==> config.mk <==
export PLATFORM = sky130hd
export DESIGN_NAME = mult_rr_sched_flat
export DESIGN_NICKNAME = d
export VERILOG_FILES = /design/src/rtl/mult_rr_sched_if.sv /design/src/rtl/mult_rr_sched.sv /design/src/flat_wrapper.sv
export SDC_FILE = /design/constraint.sdc
export NUM_CORES = 1
export LEC_CHECK = 0
export CAP_MARGIN = 20
export CORE_MARGIN = 2
export CORE_UTILIZATION = 26
export DETAILED_ROUTE_END_ITERATION = 8
export GPL_TIMING_DRIVEN = 1
export PLACE_DENSITY = 0.47
export SLEW_MARGIN = 20
export SYNTH_ARGS = -nofsm -noshare
export SYNTH_HDL_FRONTEND = slang
export SYNTH_SLANG_ARGS = --single-unit
==> constraint.sdc <==
create_clock -name clk -period 7.7 [get_ports clk]
set_input_delay 1.155 -clock clk [delete_from_list [all_inputs] [get_ports clk]]
set_output_delay 1.155 -clock clk [all_outputs]
set_load 0.02 [all_outputs]
==> src/rtl/mult_rr_sched_if.sv <==
// Request/grant/result bundle between the two clients and the shared multiplier scheduler.
interface mult_rr_sched_if #(parameter int W = 8);
  logic         req0;
  logic [W-1:0] a0;
  logic [W-1:0] b0;
  logic         req1;
  logic [W-1:0] a1;
  logic [W-1:0] b1;
  logic         gnt0;
  logic         gnt1;
  logic         busy;
  logic         done;
  logic         id;
  logic [W-1:0] s;
  logic         ov;

  modport master (
    output req0, a0, b0, req1, a1, b1,
    input  gnt0, gnt1, busy, done, id, s, ov
  );

  modport slave (
    input  req0, a0, b0, req1, a1, b1,
    output gnt0, gnt1, busy, done, id, s, ov
  );
endinterface

==> src/rtl/mult_rr_sched.sv <==
// Round-robin scheduler sharing one shift-add multiplier (one multiplier bit per clock)
// between two requesters; reports low-W product, overflow and owner with a DONE pulse.
module mult_rr_sched #(
  parameter int W = 8
) (
  input  logic          clk,
  input  logic          rst,
  mult_rr_sched_if.slave bus
);
  localparam int CW = $clog2(W);

  typedef enum logic [1:0] {S_IDLE, S_RUN, S_DONE} state_t;

  state_t         state, state_n;
  logic [W-1:0]   areg, breg;
  logic [CW-1:0]  cnt;
  logic [2*W-1:0] acc, acc_sum, a_ext;
  logic           own, last;
  logic           gnt0_q, gnt1_q, busy_q, done_q, id_q, ov_q;
  logic [W-1:0]   s_q;

  logic grant, win, last_step;
  logic gnt0_n, gnt1_n, busy_n, done_n;

  // Tie goes to whoever was not granted last
  assign win       = (bus.req0 && bus.req1) ? ~last : bus.req1;
  assign last_step = (cnt == CW'(W - 1));
  assign a_ext     = {{W{1'b0}}, areg};
  assign acc_sum   = breg[cnt] ? (acc + (a_ext << cnt)) : acc;

  always_ff @(posedge clk or posedge rst) begin
    if (rst) state <= S_IDLE;
    else     state <= state_n;
  end

  always_comb begin
    state_n = state;
    unique case (state)
      S_IDLE:  if (bus.req0 || bus.req1) state_n = S_RUN;
      S_RUN:   if (last_step) state_n = S_DONE;
      default: state_n = S_IDLE;
    endcase
  end

  // Next values of the registered outputs
  always_comb begin
    grant  = (state == S_IDLE) && (bus.req0 || bus.req1);
    gnt0_n = grant && !win;
    gnt1_n = grant && win;
    done_n = (state == S_RUN) && last_step;
    busy_n = (state_n != S_IDLE);
  end

  always_ff @(posedge clk or posedge rst) begin
    if (rst) begin
      areg   <= '0;
      breg   <= '0;
      cnt    <= '0;
      acc    <= '0;
      own    <= 1'b0;
      last   <= 1'b1;
      gnt0_q <= 1'b0;
      gnt1_q <= 1'b0;
      busy_q <= 1'b0;
      done_q <= 1'b0;
      id_q   <= 1'b0;
      s_q    <= '0;
      ov_q   <= 1'b0;
    end else begin
      gnt0_q <= gnt0_n;
      gnt1_q <= gnt1_n;
      busy_q <= busy_n;
      done_q <= done_n;
      if (grant) begin
        areg <= win ? bus.a1 : bus.a0;
        breg <= win ? bus.b1 : bus.b0;
        cnt  <= '0;
        acc  <= '0;
        own  <= win;
        last <= win;
      end
      if (state == S_RUN) begin
        acc <= acc_sum;
        cnt <= cnt + CW'(1);
        // The final partial product is folded in through acc_sum, not the stale acc
        if (last_step) begin
          s_q  <= acc_sum[W-1:0];
          ov_q <= |acc_sum[2*W-1:W];
          id_q <= own;
        end
      end
    end
  end

  assign bus.gnt0 = gnt0_q;
  assign bus.gnt1 = gnt1_q;
  assign bus.busy = busy_q;
  assign bus.done = done_q;
  assign bus.id   = id_q;
  assign bus.s    = s_q;
  assign bus.ov   = ov_q;
endmodule

==> src/flat_wrapper.sv <==
// flat-port wrapper written by rule: the top's interface ports become plain ports
module mult_rr_sched_flat 
#(
  parameter int W = 8
)
  (clk, rst, bus_req0, bus_a0, bus_b0, bus_req1, bus_a1, bus_b1, bus_gnt0, bus_gnt1, bus_busy, bus_done, bus_id, bus_s, bus_ov);
  mult_rr_sched_if #(.W(W)) bus_i ();
  input  logic clk;
  input  logic rst;
  input wire logic [$bits(bus_i.req0)-1:0] bus_req0;
  input wire logic [$bits(bus_i.a0)-1:0] bus_a0;
  input wire logic [$bits(bus_i.b0)-1:0] bus_b0;
  input wire logic [$bits(bus_i.req1)-1:0] bus_req1;
  input wire logic [$bits(bus_i.a1)-1:0] bus_a1;
  input wire logic [$bits(bus_i.b1)-1:0] bus_b1;
  output wire logic [$bits(bus_i.gnt0)-1:0] bus_gnt0;
  output wire logic [$bits(bus_i.gnt1)-1:0] bus_gnt1;
  output wire logic [$bits(bus_i.busy)-1:0] bus_busy;
  output wire logic [$bits(bus_i.done)-1:0] bus_done;
  output wire logic [$bits(bus_i.id)-1:0] bus_id;
  output wire logic [$bits(bus_i.s)-1:0] bus_s;
  output wire logic [$bits(bus_i.ov)-1:0] bus_ov;
  assign bus_i.req0 = bus_req0;
  assign bus_i.a0 = bus_a0;
  assign bus_i.b0 = bus_b0;
  assign bus_i.req1 = bus_req1;
  assign bus_i.a1 = bus_a1;
  assign bus_i.b1 = bus_b1;
  assign bus_gnt0 = bus_i.gnt0;
  assign bus_gnt1 = bus_i.gnt1;
  assign bus_busy = bus_i.busy;
  assign bus_done = bus_i.done;
  assign bus_id = bus_i.id;
  assign bus_s = bus_i.s;
  assign bus_ov = bus_i.ov;
  mult_rr_sched #(.W(W)) u_core (.clk(clk), .rst(rst), .bus(bus_i));
endmodule
; Word level (Yosys, flattened, before mapping)
; Index checks and enable logic that the tools add are counted.
[op_classes]
n_addsub = 2
magnitude_cmp = 1
eq_ne = 2
shifts = 1
muxes = 13
bitwise = 1
n_reduce_logical = 12
[ops]
columns = operator, count
row1 = 16-bit 2-to-1 mux, 3
row2 = 16-bit adder, 1
row3 = 8-bit 2-to-1 mux, 2
row4 = 8-bit by 3-bit left shift with 16-bit output, 1
row5 = 8-bit OR reduction, 1
row6 = 3-bit 2-to-1 mux, 2
row7 = 1-bit logical AND, 5
row8 = "3-bit by 4-bit < comparator with 1-bit output, second input constant", 1
row9 = 2-bit 2-to-1 mux, 2
row10 = 2-bit one-hot mux with 2 select lines, 1
row11 = 2-bit nonzero test, 2
row12 = "3-bit by 1-bit adder with 3-bit output, second input constant", 1
row13 = 1-bit binary-select mux with 3-bit select, 1
row14 = "3-bit equality test, second input constant", 1
row15 = "2-bit by 1-bit equality test with 1-bit output, second input constant", 1
row16 = 2-bit zero test, 1
row17 = 1-bit 2-to-1 mux, 2
row18 = 2-bit AND reduction, 1
row19 = 1-bit zero test, 1
row20 = 1-bit logical OR, 1
row21 = 1-bit inverter, 1
[word_totals]
regBits = 53
output_inout_bits = 14
wordCells = 46

; Longest topological paths before layout
; Gate-level depths: netlist of the first run.
[logic_depth]
ltp_word = 4
mapped_depth = 15
ltp_nobuf = 14

; Worst setup path after synthesis of the first run
; No wires, ideal clock.
[synth_timing]
path_type = register to register
startpoint = reg u_core.cnt[1]
endpoint = reg u_core.ov_q, in the netlist u_core.bus.ov
setup_ns = 0.134
t_arrival_ns = 3.124
required_time_ns = 7.566
slack_ns = 4.442
path_stages_with_launch = 16
period_less_slack_ns = 3.258
cell_sequence = dfrtp_1 > clkbuf_1 > buf_1 > mux2i_1 > nand2_1 > o21ai_0 > mux2i_1 > ha_1 > nand4_1 > nor3_1 > a21oi_1 > a311oi_1 > nor4b_1 > a31o_2 > nor4_1 > a31oi_1
[synth_between]
elab_chain_len = 4
word_cells_on_any_way = 8
cone_classes = 1 x add/sub / 1 x eq/ne / 1 x shift / 3 x mux / 2 x reduce/logical
[synth_lines]
columns = item, line
row1 = "start, declared", mult_rr_sched.sv:16  ; logic [CW-1:0] cnt;
row2 = "start signal, assigned", mult_rr_sched.sv:84  ; cnt <= cnt + CW'(1);
row3 = 8-bit by 3-bit left shift with 16-bit output or 1-bit binary-select mux with 3-bit select (tied branches), mult_rr_sched.sv:29  ; assign acc_sum = breg[cnt] ? (acc + (a_ext << cnt)) : acc;
row4 = 16-bit adder or 1-bit 2-to-1 mux (tied branches), mult_rr_sched.sv:29
row5 = 16-bit 2-to-1 mux, mult_rr_sched.sv:29
row6 = 8-bit OR reduction, mult_rr_sched.sv:88  ; ov_q <= |acc_sum[2*W-1:W];
row7 = "end signal, assigned", mult_rr_sched.sv:88
row8 = "end, declared", mult_rr_sched.sv:19  ; logic gnt0_q, gnt1_q, busy_q, done_q, id_q, ov_q;
; Several ways; a longest one is shown, not always the timed one. The select of a mux whose other input is x is not followed.
; A chain may end at the register's enable or synchronous reset.

; Final worst setup path of the first run
; Ends and elaborated chain as after synthesis.

==> results.ini, run 1 <==
[floorplan]
die_area_um2=13800
num_rows=41
pin_count=50
initial_core_util_pct=26.6
fp.coreArea_um2=12600
die_w_um=117
die_h_um=117

[detailed_routing]
drt_iter0_drc=81
ant_nets=0
viasPerCell=4.72
drc_errors=0
drtPass1Iterations=4
drt-total-wl_um=8290
wl_per_cell_um=14.4
vias=2721

[final_layout]
final_cell_area_um2=4180
area_growth_pct=25.3
nets=457
regArea_um2=1330
drive_gt1_share_pct=7.18
fill_cells=1293
multi_input_area_um2=1900
antenna_cells=0

[sta]
slew_headroom_pct=52.8
setup_viol=0
holdWs_ns=0.479
clock_skew_ns=0.00599
fmax_mhz=266
finalSetupTns_ns=0
slew_violations=0
hold_violations=0
fin_crit_ns=3.76
tightest_slew_ns=0.707
finalCritPeriodShare_pct=48.9
rsz0062_at_grt=no

[run]
drv_cap=0

[synthesis]
synth_area_leaders=dfrtp_1 (39%), mux2i_1 (9.3%), o21ai_0 (6.9%)
synth_compound_area_share_pct=18.7
synth_nets=415
syn_area_per_cell_um2=9.25
yosys.area_share.simple_pct=15.7
synth_top_flop_cell=dfrtp_1
netlist_area_um2=3340
synthAdderAreaFrac_pct=6.97
synth_top_area_share_pct=39.0
syn_inst=361
synth_top_cell_by_area=dfrtp_1
yosysWarnings=0
synth_top_family_by_area=compound AO/OA/AOI/OAI gates
ys_ff_latch=53
yosysUniqueCellTypes=51
synthMuxAreaShare_pct=12.3
synth-edff-count=0
ys_async_sr_fraction_pct=100
seq_area_frac_synth_pct=39.8
synth-xor-area-share_pct=2.62

[pwr]
total_power_mw=1.90
powerDensity_nw_per_um2=454
ir_drop_v=0.000183
power.leakage_nw=1.87

[clock_tree]
h-tree-depth=2
cts.sinks=53
cts.path.max_buffers=2
root_buffer=clkbuf_16
cts_tree=done
post-cts-setup-buffers=0
worstSkewPairLatency_ns=0.29
clk_pin_slew_worst_paths_ns=0.08
cts_hold_buf=0
ctsResizeCount=0
cts_buffers=5

[global_route]
grt_max_degree=54
grt_pass1_wl_um=13900
grt-ovfl-total=0
first_global_vias=2743
grt_util_all_layers_pct=12.3
antenna_found_initial=0

[critical_path]
crit_required_ns=7.86
startpoint_type=register
r2r_end=u_core.bus.ov$_DFFE_PP0P_
cp.arrival_ns=3.92
setup.worst_path.class=register to register
r2r-start=u_core.cnt[1]$_DFFE_PP0P_
ff2ff_path_depth=12
r2r_setup_slack_ns=3.94
cp-endpoint=u_core.bus.ov$_DFFE_PP0P_
end_kind=register
path_max_fanout=17
cp-startpoint=u_core.cnt[1]$_DFFE_PP0P_

[place]
port_buffers=49
gp_congestion=0.858
dpl_cell_area_um2=4000
dp_hpwl_um=6330

[run_status]
status=finished clean

[min_path]
whs_path_depth=2
holdCritPathClass=register to register

[cells in the mapped netlist (2+ instances only)]
cell / instances
nand2_1: 59
dfrtp_1: 52
o21ai_0: 46
mux2i_1: 31
nor2_1: 20
ha_1: 17
a21oi_1: 11
a22o_1: 11
clkbuf_1: 10
inv_1: 10
nor3_1: 7
a21o_1: 6
o22ai_1: 5
xnor2_1: 5
xor2_1: 5
a31oi_1: 4
nand2b_1: 4
nor2b_1: 4
o21bai_1: 4
and2_1: 3
buf_2: 3
mux2_2: 3
nand3_1: 3
a211oi_1: 2
a31o_2: 2
and4_1: 2
buf_1: 2
buf_6: 2
mux4_2: 2
nand4_1: 2
nor4_1: 2
nor4b_1: 2
o31ai_1: 2
[routing by layer]
metal | share of wire [%] | track usage, %
met5 | 0 | 0
met4 | 1.1 | 3.31
met3 | 3.8 | 2.43
met2 | 46 | 20.1
met1 | 49 | 16.7
[through the flow]
stage          cells  setup WS [ns]  util (%)
5_1_grt          576           3.60      33.3
4_1_cts          576           3.97      33.2
3_5_place_dp     568           4.00      31.8
3_3_place_gp     568           4.15      31.8
2_1_floorplan    361           4.44         -
6_report         576           3.94      33.3
[worst min-delay path by stage]
stage / from / to / slack [ns]
finish: u_core.own$_DFFE_PP0P_ / u_core.bus.id$_DFFE_PP0P_ / 0.48
floorplan: u_core.own$_DFFE_PP0P_ / u_core.bus.id$_DFFE_PP0P_ / 0.44
global route: u_core.own$_DFFE_PP0P_ / u_core.own$_DFFE_PP0P_ / 0.50
global placement: u_core.own$_DFFE_PP0P_ / u_core.bus.id$_DFFE_PP0P_ / 0.46
CTS: u_core.own$_DFFE_PP0P_ / u_core.bus.id$_DFFE_PP0P_ / 0.49
detailed placement: u_core.own$_DFFE_PP0P_ / u_core.bus.id$_DFFE_PP0P_ / 0.47
[placed cells by master, fill, tap and decap left out, types with 5 or more instances in the layout]
master | synthesis | routed
o21ai_0 | 46 | 45
inv_1 | 10 | 9
a21o_1 | 6 | 6
dfrtp_1 | 52 | 52
a22o_1 | 11 | 11
o22ai_1 | 5 | 5
clkdlybuf4s50_1 | 0 | 49
xor2_1 | 5 | 5
ha_1 | 17 | 17
clkbuf_16 | 0 | 5
nor3_1 | 7 | 7
mux2i_1 | 31 | 31
a21oi_1 | 11 | 11
xnor2_1 | 5 | 5
nand2_1 | 59 | 59
nor2_1 | 20 | 20
[cell type report]
| type | count | area share, % |
|---|---|---|
| Sequential cell | 53 | 31.7 |
| Clock buffer | 6 | 3.32 |
| Multi-Input combinational cell | 279 | 45.4 |
| Clock inverter | 2 | 0.987 |
| Tap cell | 172 | 5.15 |
| Inverter | 12 | 1.14 |
| Timing Repair Buffer | 52 | 12.3 |
[cells by family after synthesis]
| family | after synthesis |
|---|---|
| compound gates | 101 |
| xor+xnor | 10 |
| fa+ha+maj | 18 |
| buf+inv | 29 |
| flops | 53 |
| mux | 37 |
| simple gates | 113 |
[registers in the layout, indices dropped and copies added (netlist names), 2 cells and up]
name and count:
u_core.breg 8, u_core.acc 16, u_core.cnt 3, u_core.state 2, u_core.areg 8, u_core.bus.s 8
[worst max-delay path: stages (launching register included)]
cell	delay [ns]
dfrtp_1	0.75
mux2_2	0.42
o21ai_0	0.25
a21oi_1	0.14
ha_1	0.42
nand4_1	0.15
nor3_1	0.17
a21oi_1	0.14
a311oi_1	0.45
nor4b_1	0.11
a31o_2	0.22
nor4_1	0.29
a31oi_1	0.12
[report_power, final]
part           switching (mW)  internal [mW]  leakage, nW
registers               0.112          0.391        0.676
clock network           0.109          0.165       0.0890
logic                   0.651          0.474         1.11
total                   0.871           1.03         1.87
No activity file was read; power rests on OpenSTA's default activity.
==> run 2: changes to the inputs <==
--- a/config.mk
+++ b/config.mk
@@ -10,7 +10,7 @@
 export CORE_UTILIZATION = 26
 export DETAILED_ROUTE_END_ITERATION = 8
 export GPL_TIMING_DRIVEN = 1
-export PLACE_DENSITY = 0.47
+export PLACE_DENSITY = 0.49
 export SLEW_MARGIN = 20
 export SYNTH_ARGS = -nofsm -noshare
 export SYNTH_HDL_FRONTEND = slang
==> constraint.sdc (replaced) <==
create_clock -name clk -period 3.46 [get_ports clk]
set_input_delay 0.519 -clock clk [delete_from_list [all_inputs] [get_ports clk]]
set_output_delay 0.519 -clock clk [all_outputs]
set_load 0.02 [all_outputs]
==> run 2 against run 1 <==
Against the previous run:
- setup slack lost 3.7 ns
- non-clock buffer count grew 15
- total power grew 120%
- critical endpoint unchanged
- sequential cell count is the same
- global-route usage is essentially flat
- final cell count grew 2.6%
- sequential share of layout area shrank 0.69 points
- critical path depth grew 2
- utilization grew 0.78 points
==> results.ini, run 2 (synthesis gave the netlist of run 1 again) <==
[min_path]
hold_start=u_core.bus.s[3]$_DFFE_PP0P_
min_to=u_core.bus.s[3]$_DFFE_PP0P_
whs_path_depth=2  ; unchanged
holdCritPathClass=register to register

[run]
drv_cap=0  ; unchanged

[global_route]
grt_util_all_layers_pct=12.3  ; -0.034 points
first_global_vias=2772  ; +1.1%
grt_max_degree=54  ; unchanged
grt-ovfl-total=0  ; unchanged
antenna_found_initial=0  ; unchanged
grt_pass1_wl_um=13800  ; -0.80%

[clock_tree]
h-tree-depth=2  ; unchanged
cts.sinks=53  ; unchanged
cts_tree=done
cts_hold_buf=0  ; unchanged
cts.path.max_buffers=2  ; unchanged
cts_buffers=5  ; unchanged
worstSkewPairLatency_ns=0.29  ; about the same
root_buffer=clkbuf_16
clk_pin_slew_worst_paths_ns=0.07  ; about the same

[detailed_routing]
drt_iter0_drc=94  ; +16%
dr_wl_met2_um=3740  ; -2.4%
highest_layer=met4
drtPass1Iterations=4  ; unchanged
ant_nets=0  ; unchanged
wl_met3_um=279  ; -12%
vias=2742  ; +0.77%
wl_per_cell_um=13.7  ; -4.5%
drt-met1-wl_um=3940  ; -2.7%
drc_errors=0  ; unchanged
drt-total-wl_um=8120  ; -2.0%
viasPerCell=4.64  ; -1.8%

[final_layout]
antenna_cells=0  ; unchanged
regArea_um2=1330  ; about the same
drive_gt1_share_pct=11.5  ; +4.3 points
final_cell_mix=nand2_1 (59), dfrtp_1 (51), clkdlybuf4s50_1 (49)
largest_reg_flops=16  ; unchanged
multi_input_area_um2=1910  ; +0.46%
final_cell_area_um2=4280  ; +2.3%
largest_register=u_core.acc
final_common_cell=nand2_1
nets=472  ; +3.3%
fill_cells=1316  ; +1.8%
area_growth_pct=28.2

[critical_path]
crit_required_ns=3.62  ; -4.24 ns
r2r-start=u_core.cnt[1]$_DFFE_PP0P_
startpoint_type=register
path_cells=buf_4, mux2i_2, nand2_1, o21ai_0, o22ai_1, ha_1, nand3_1, o211ai_1, a21oi_2, a311oi_2, nor4b_1, a31o_2, nor4_2, a31oi_1
r2r_setup_slack_ns=0.28  ; -3.65 ns
r2r_end=u_core.bus.ov$_DFFE_PP0P_
path_max_fanout=9  ; -8
max_stage_delay_ns=0.42  ; -0.33 ns
cpMaxStageDelayCell=dfrtp_2
cp.arrival_ns=3.34  ; -0.58 ns
ff2ff_path_depth=14  ; +2
end_kind=register
setup.worst_path.class=register to register

[pwr]
powerDensity_nw_per_um2=999  ; +120%
power.leakage_nw=1.92  ; +2.6%
ir_drop_v=0.000346  ; +89%
total_power_mw=4.27  ; +120%

[floorplan]
die_area_um2=13800  ; unchanged
die_w_um=117  ; unchanged
fp.coreArea_um2=12600  ; unchanged
die_h_um=117  ; unchanged
initial_core_util_pct=26.6  ; unchanged
pin_count=50  ; unchanged
num_rows=41  ; unchanged

[place]
dp_hpwl_um=6400  ; +1.2%
gp_congestion=0.857  ; about the same
port_buffers=49  ; unchanged
dpl_cell_area_um2=4100  ; +2.5%

[sta]
slew_violations=0  ; unchanged
slew_headroom_pct=54.5  ; +1.7 points
fmax_mhz=315  ; +18%
clock_skew_ns=0.00640  ; +0.000409 ns
setup_viol=0  ; unchanged
hold_violations=0  ; unchanged
fin_crit_ns=3.18  ; -0.587 ns
finalCritPeriodShare_pct=91.8  ; +43 points
tightest_slew_ns=0.683  ; -0.0247 ns

[run_status]
status=finished clean

run 2: cell count changes in the layout (fill, tap and decap cells not counted), sizes merged:
cell      change
bufinv        -1
clkinvlp      +1
buf          +15
run 2: metrics by stage:
stage | setup WS [ns] | std cells | setup TNS [ns] | utilization (%) | hold WS [ns]
after floorplan | 0.202 | 361 | 0 | - | 0.439
final | 0.283 | 591 | 0 | 34.1 | 0.482
after CTS | 0.0678 | 590 | 0 | 33.8 | 0.489
after global placement | 0.0900 | 582 | 0 | 32.6 | 0.458
after global routing | -0.00203 | 591 | -0.00203 | 34.1 | 0.514
after detailed placement | -0.00836 | 582 | -0.00836 | 32.6 | 0.470
run 2: area by class of cell:
| cell class | count | share of cell area, % |
|---|---|---|
| inverter | 12 | 1.11 |
| sequential | 53 | 31.0 |
| multi-input combinational | 279 | 44.6 |
| clock inverter | 2 | 0.380 |
| clock buffer | 6 | 3.24 |
| tap | 172 | 5.03 |
| timing repair buffer | 67 | 14.6 |
run 2: layer usage:
layer  up-vias  track usage (%)
met5         -                0
met4         0             4.14
met3        10             1.90
met2        59             20.3
met1      1270             16.5
li1       1403                -
run 2: what timing repair did:
action,CTS,global route
resized for setup,1,5
setup endpoints to repair,1,2
pin swaps,0,2
buffers inserted,0,1
run 2: worst max path at each step:
stage | slack, ns | endpoint | from
2_1_floorplan | 0.20 | u_core.bus.ov$_DFFE_PP0P_ | u_core.cnt[1]$_DFFE_PP0P_
3_3_place_gp | 0.09 | u_core.bus.ov$_DFFE_PP0P_ | u_core.cnt[1]$_DFFE_PP0P_
3_5_place_dp | -0.008 | u_core.bus.ov$_DFFE_PP0P_ | u_core.cnt[1]$_DFFE_PP0P_
4_1_cts | 0.07 | u_core.bus.ov$_DFFE_PP0P_ | u_core.cnt[1]$_DFFE_PP0P_
5_1_grt | -0.002 | u_core.bus.ov$_DFFE_PP0P_ | u_core.cnt[1]$_DFFE_PP0P_
6_report | 0.28 | u_core.bus.ov$_DFFE_PP0P_ | u_core.cnt[1]$_DFFE_PP0P_
run 2: worst max-delay path, delay by kind of cell (launching register included):
family,cells,cell delay (ns)
fa+ha+maj,1,0.36
mux,1,0.23
buf+inv,1,0.19
compound gates,7,1.34
flops,1,0.42
simple gates,4,0.49
run 2: where the power goes:
group	total (mW)	leakage [nW]	internal (mW)	switching, mW
Clock	0.522	0.0735	0.291	0.231
Combinational	2.68	1.17	1.18	1.50
Sequential	1.07	0.675	0.875	0.193
Total	4.27	1.92	2.35	1.93
==> run 3: changes to the inputs <==
--- a/config.mk
+++ b/config.mk
@@ -5,12 +5,15 @@
 export SDC_FILE = /design/constraint.sdc
 export NUM_CORES = 1
 export LEC_CHECK = 0
+export ABC_CLOCK_PERIOD_IN_PS = 3460
 export CAP_MARGIN = 20
 export CORE_MARGIN = 2
 export CORE_UTILIZATION = 26
 export DETAILED_ROUTE_END_ITERATION = 8
 export GPL_TIMING_DRIVEN = 1
 export PLACE_DENSITY = 0.49
+export RECOVER_POWER = 100
+export SKIP_LAST_GASP = 1
 export SLEW_MARGIN = 20
 export SYNTH_ARGS = -nofsm -noshare
 export SYNTH_HDL_FRONTEND = slang
==> run 3 against run 2 <==
Against the previous run:
- routed wire length decreased by 0.42%
- register-to-register slack is essentially flat
- final cell count stayed put
- global-route usage stayed put
- clock power hardly changed
- die area unchanged
- final area down 0.88%
- total power shrank 1.7%
- fmax barely moved
- sequential power about the same
- via count rose by 0.18%
==> results.ini, run 3 (synthesis gave the netlist of run 1 again) <==
[detailed_routing]
wl_per_cell_um=13.7  ; -0.42%
drc_errors=0  ; unchanged
drt_iter0_drc=99  ; +5.3%
ant_nets=0  ; unchanged
viasPerCell=4.65  ; +0.18%
vias=2747  ; +0.18%
drt-total-wl_um=8080  ; -0.42%
drtPass1Iterations=4  ; unchanged

[sta]
fmax_mhz=315  ; about the same
clock_skew_ns=0.00626  ; -0.000140 ns
setup_slack_ns=0.283  ; -0.000151 ns
finalCritPeriodShare_pct=91.8  ; about the same
tightest_slew_ns=1.32  ; +0.635 ns
fin_crit_ns=3.18  ; +0.000151 ns
holdWs_ns=0.475  ; -0.00722 ns
slew_headroom_pct=12.2  ; -42 points
setup_viol=0  ; unchanged
hold_violations=0  ; unchanged
slew_violations=0  ; unchanged

[clock_tree]
cts.path.max_buffers=2  ; unchanged
cts_buffers=5  ; unchanged
cts_tree=done
h-tree-depth=2  ; unchanged
cts.sinks=53  ; unchanged
root_buffer=clkbuf_16
worstSkewPairLatency_ns=0.29  ; about the same
clk_pin_slew_worst_paths_ns=0.07  ; about the same

[critical_path]
setup.worst_path.class=register to register
path_max_fanout=9  ; unchanged
startpoint_type=register
end_kind=register
r2r_setup_slack_ns=0.28  ; about the same
cp.arrival_ns=3.34  ; about the same
crit_required_ns=3.62  ; about the same

[pwr]
ir_drop_v=0.000345  ; -0.41%
internal-power_mw=2.29  ; -2.4%
combPwrFrac_pct=62.2  ; -0.6 points
power.leakage_nw=1.93  ; +0.25%
share_seq_of_total_power_pct=25.3  ; +0.3 points
total_power_mw=4.20  ; -1.7%
powerDensity_nw_per_um2=990  ; -0.86%
p_switching_mw=1.91  ; -0.87%
clkPwrFrac_pct=12.4  ; +0.2 points
switching_share_pct=45.5  ; +0.40 points

[place]
post-place-cells=582  ; unchanged
port_buffers=49  ; unchanged
pre_cts_slack_ns=-0.00836  ; unchanged
dpl_cell_area_um2=4100  ; unchanged
gp_congestion=0.857  ; unchanged
dp_hpwl_um=6400  ; unchanged

[final_layout]
antenna_cells=0  ; unchanged
fill_cells=1322  ; +0.46%
final_cell_mix=nand2_1 (59), dfrtp_1 (51), o21ai_0 (45)
final_common_cell=nand2_1
drive_gt1_share_pct=9.31  ; -2.1 points
largest_reg_flops=16  ; unchanged
area_growth_pct=27.1
final_cell_area_um2=4240  ; -0.88%
stdcell_count=591  ; unchanged
regArea_um2=1330  ; unchanged
largest_register=u_core.acc
nets=472  ; unchanged
multi_input_area_um2=1890  ; -0.85%

[floorplan]
die_area_um2=13800  ; unchanged
num_rows=41  ; unchanged
pin_count=50  ; unchanged
die_w_um=117  ; unchanged
die_h_um=117  ; unchanged
initial_core_util_pct=26.6  ; unchanged
fp.coreArea_um2=12600  ; unchanged

[run_status]
status=finished clean

[run]
drv_cap=0  ; unchanged

[min_path]
holdCritPathClass=register to register

[global_route]
grt-ovfl-total=0  ; unchanged
grt_pass1_wl_um=13800  ; unchanged
grt_util_all_layers_pct=12.3  ; unchanged
antenna_found_initial=0  ; unchanged
grt_max_degree=54  ; unchanged
first_global_vias=2772  ; unchanged

==> run 3: cell count changes in the layout (fill, tap and decap cells not counted), sizes merged <==
cell	change
clkdlybuf4s50	-16
dlygate4sd3	+16
buf	-6
inv	-1
clkbuf	+6
clkinv	+1
==> run 3: per-layer routing <==
metal	part of all wire, %	vias to the layer above	GRT usage, %
li1	-	1406	-
met1	48	1274	16.5
met2	46	57	20.3
met3	3.4	10	1.90
met4	2.0	0	4.14
met5	0	-	0
==> run 3: timing repair <==
action                                  4_1_cts  5_1_grt
hold buffers                                  0        0
setup buffers                                 0        1
endpoints found under the setup margin        1        2
pin swaps                                     0        2
resized for setup                             1        5
==> run 3: cell type report <==
| cell class | instances | area share, % |
|---|---|---|
| Multi-Input combinational cell | 279 | 44.6 |
| Sequential cell | 53 | 31.3 |
| Timing Repair Buffer | 67 | 14.2 |
| Tap cell | 172 | 5.07 |
| Clock buffer | 6 | 3.27 |
| Inverter | 12 | 1.12 |
| Clock inverter | 2 | 0.383 |
==> run 3: final timing paths <==
| kind | start | to | depth (start not counted) |
|---|---|---|---|
| setup / recovery | u_core.cnt[1]$_DFFE_PP0P_ | u_core.bus.ov$_DFFE_PP0P_ | 14 |
| hold / removal | u_core.bus.id$_DFFE_PP0P_ | u_core.bus.id$_DFFE_PP0P_ | 2 |
| setup reg to reg | u_core.cnt[1]$_DFFE_PP0P_ | u_core.bus.ov$_DFFE_PP0P_ | 14 |
| hold reg to reg | u_core.bus.id$_DFFE_PP0P_ | u_core.bus.id$_DFFE_PP0P_ | 2 |
| max in group asynchronous | rst | u_core.cnt[1]$_DFFE_PP0P_ | 3 |
| min in group asynchronous | rst | u_core.breg[5]$_DFFE_PP0P_ | 3 |
==> run 3: power by group through the flow <==
stage,registers [mW],logic (mW),clock network [mW]
finish,1.06,2.61,0.523
global route,1.10,2.96,0.572
CTS,1.07,2.69,0.542
detailed placement,1.08,2.68,0
global placement,1.08,2.65,0
floorplan,1.07,1.90,0
==> run 3: critical path: stages, from the launching register on <==
cell	delay, ns
dfrtp_2	0.42
buf_4	0.19
mux2i_2	0.23
nand2_1	0.06
o21ai_0	0.11
o22ai_1	0.14
ha_1	0.35
nand3_1	0.08
o211ai_1	0.31
a21oi_2	0.13
a311oi_2	0.32
nor4b_1	0.09
a31o_2	0.23
nor4_2	0.26
a31oi_1	0.10
==> run 3: through the flow <==
| stage | util [%] | TNS, ns |
|---|---|---|
| after floorplan | - | 0 |
| after global placement | 32.6 | 0 |
| after detailed placement | 32.6 | -0.00836 |
| after CTS | 33.8 | 0 |
| after global routing | 33.8 | -0.00203 |
| final | 33.8 | 0 |
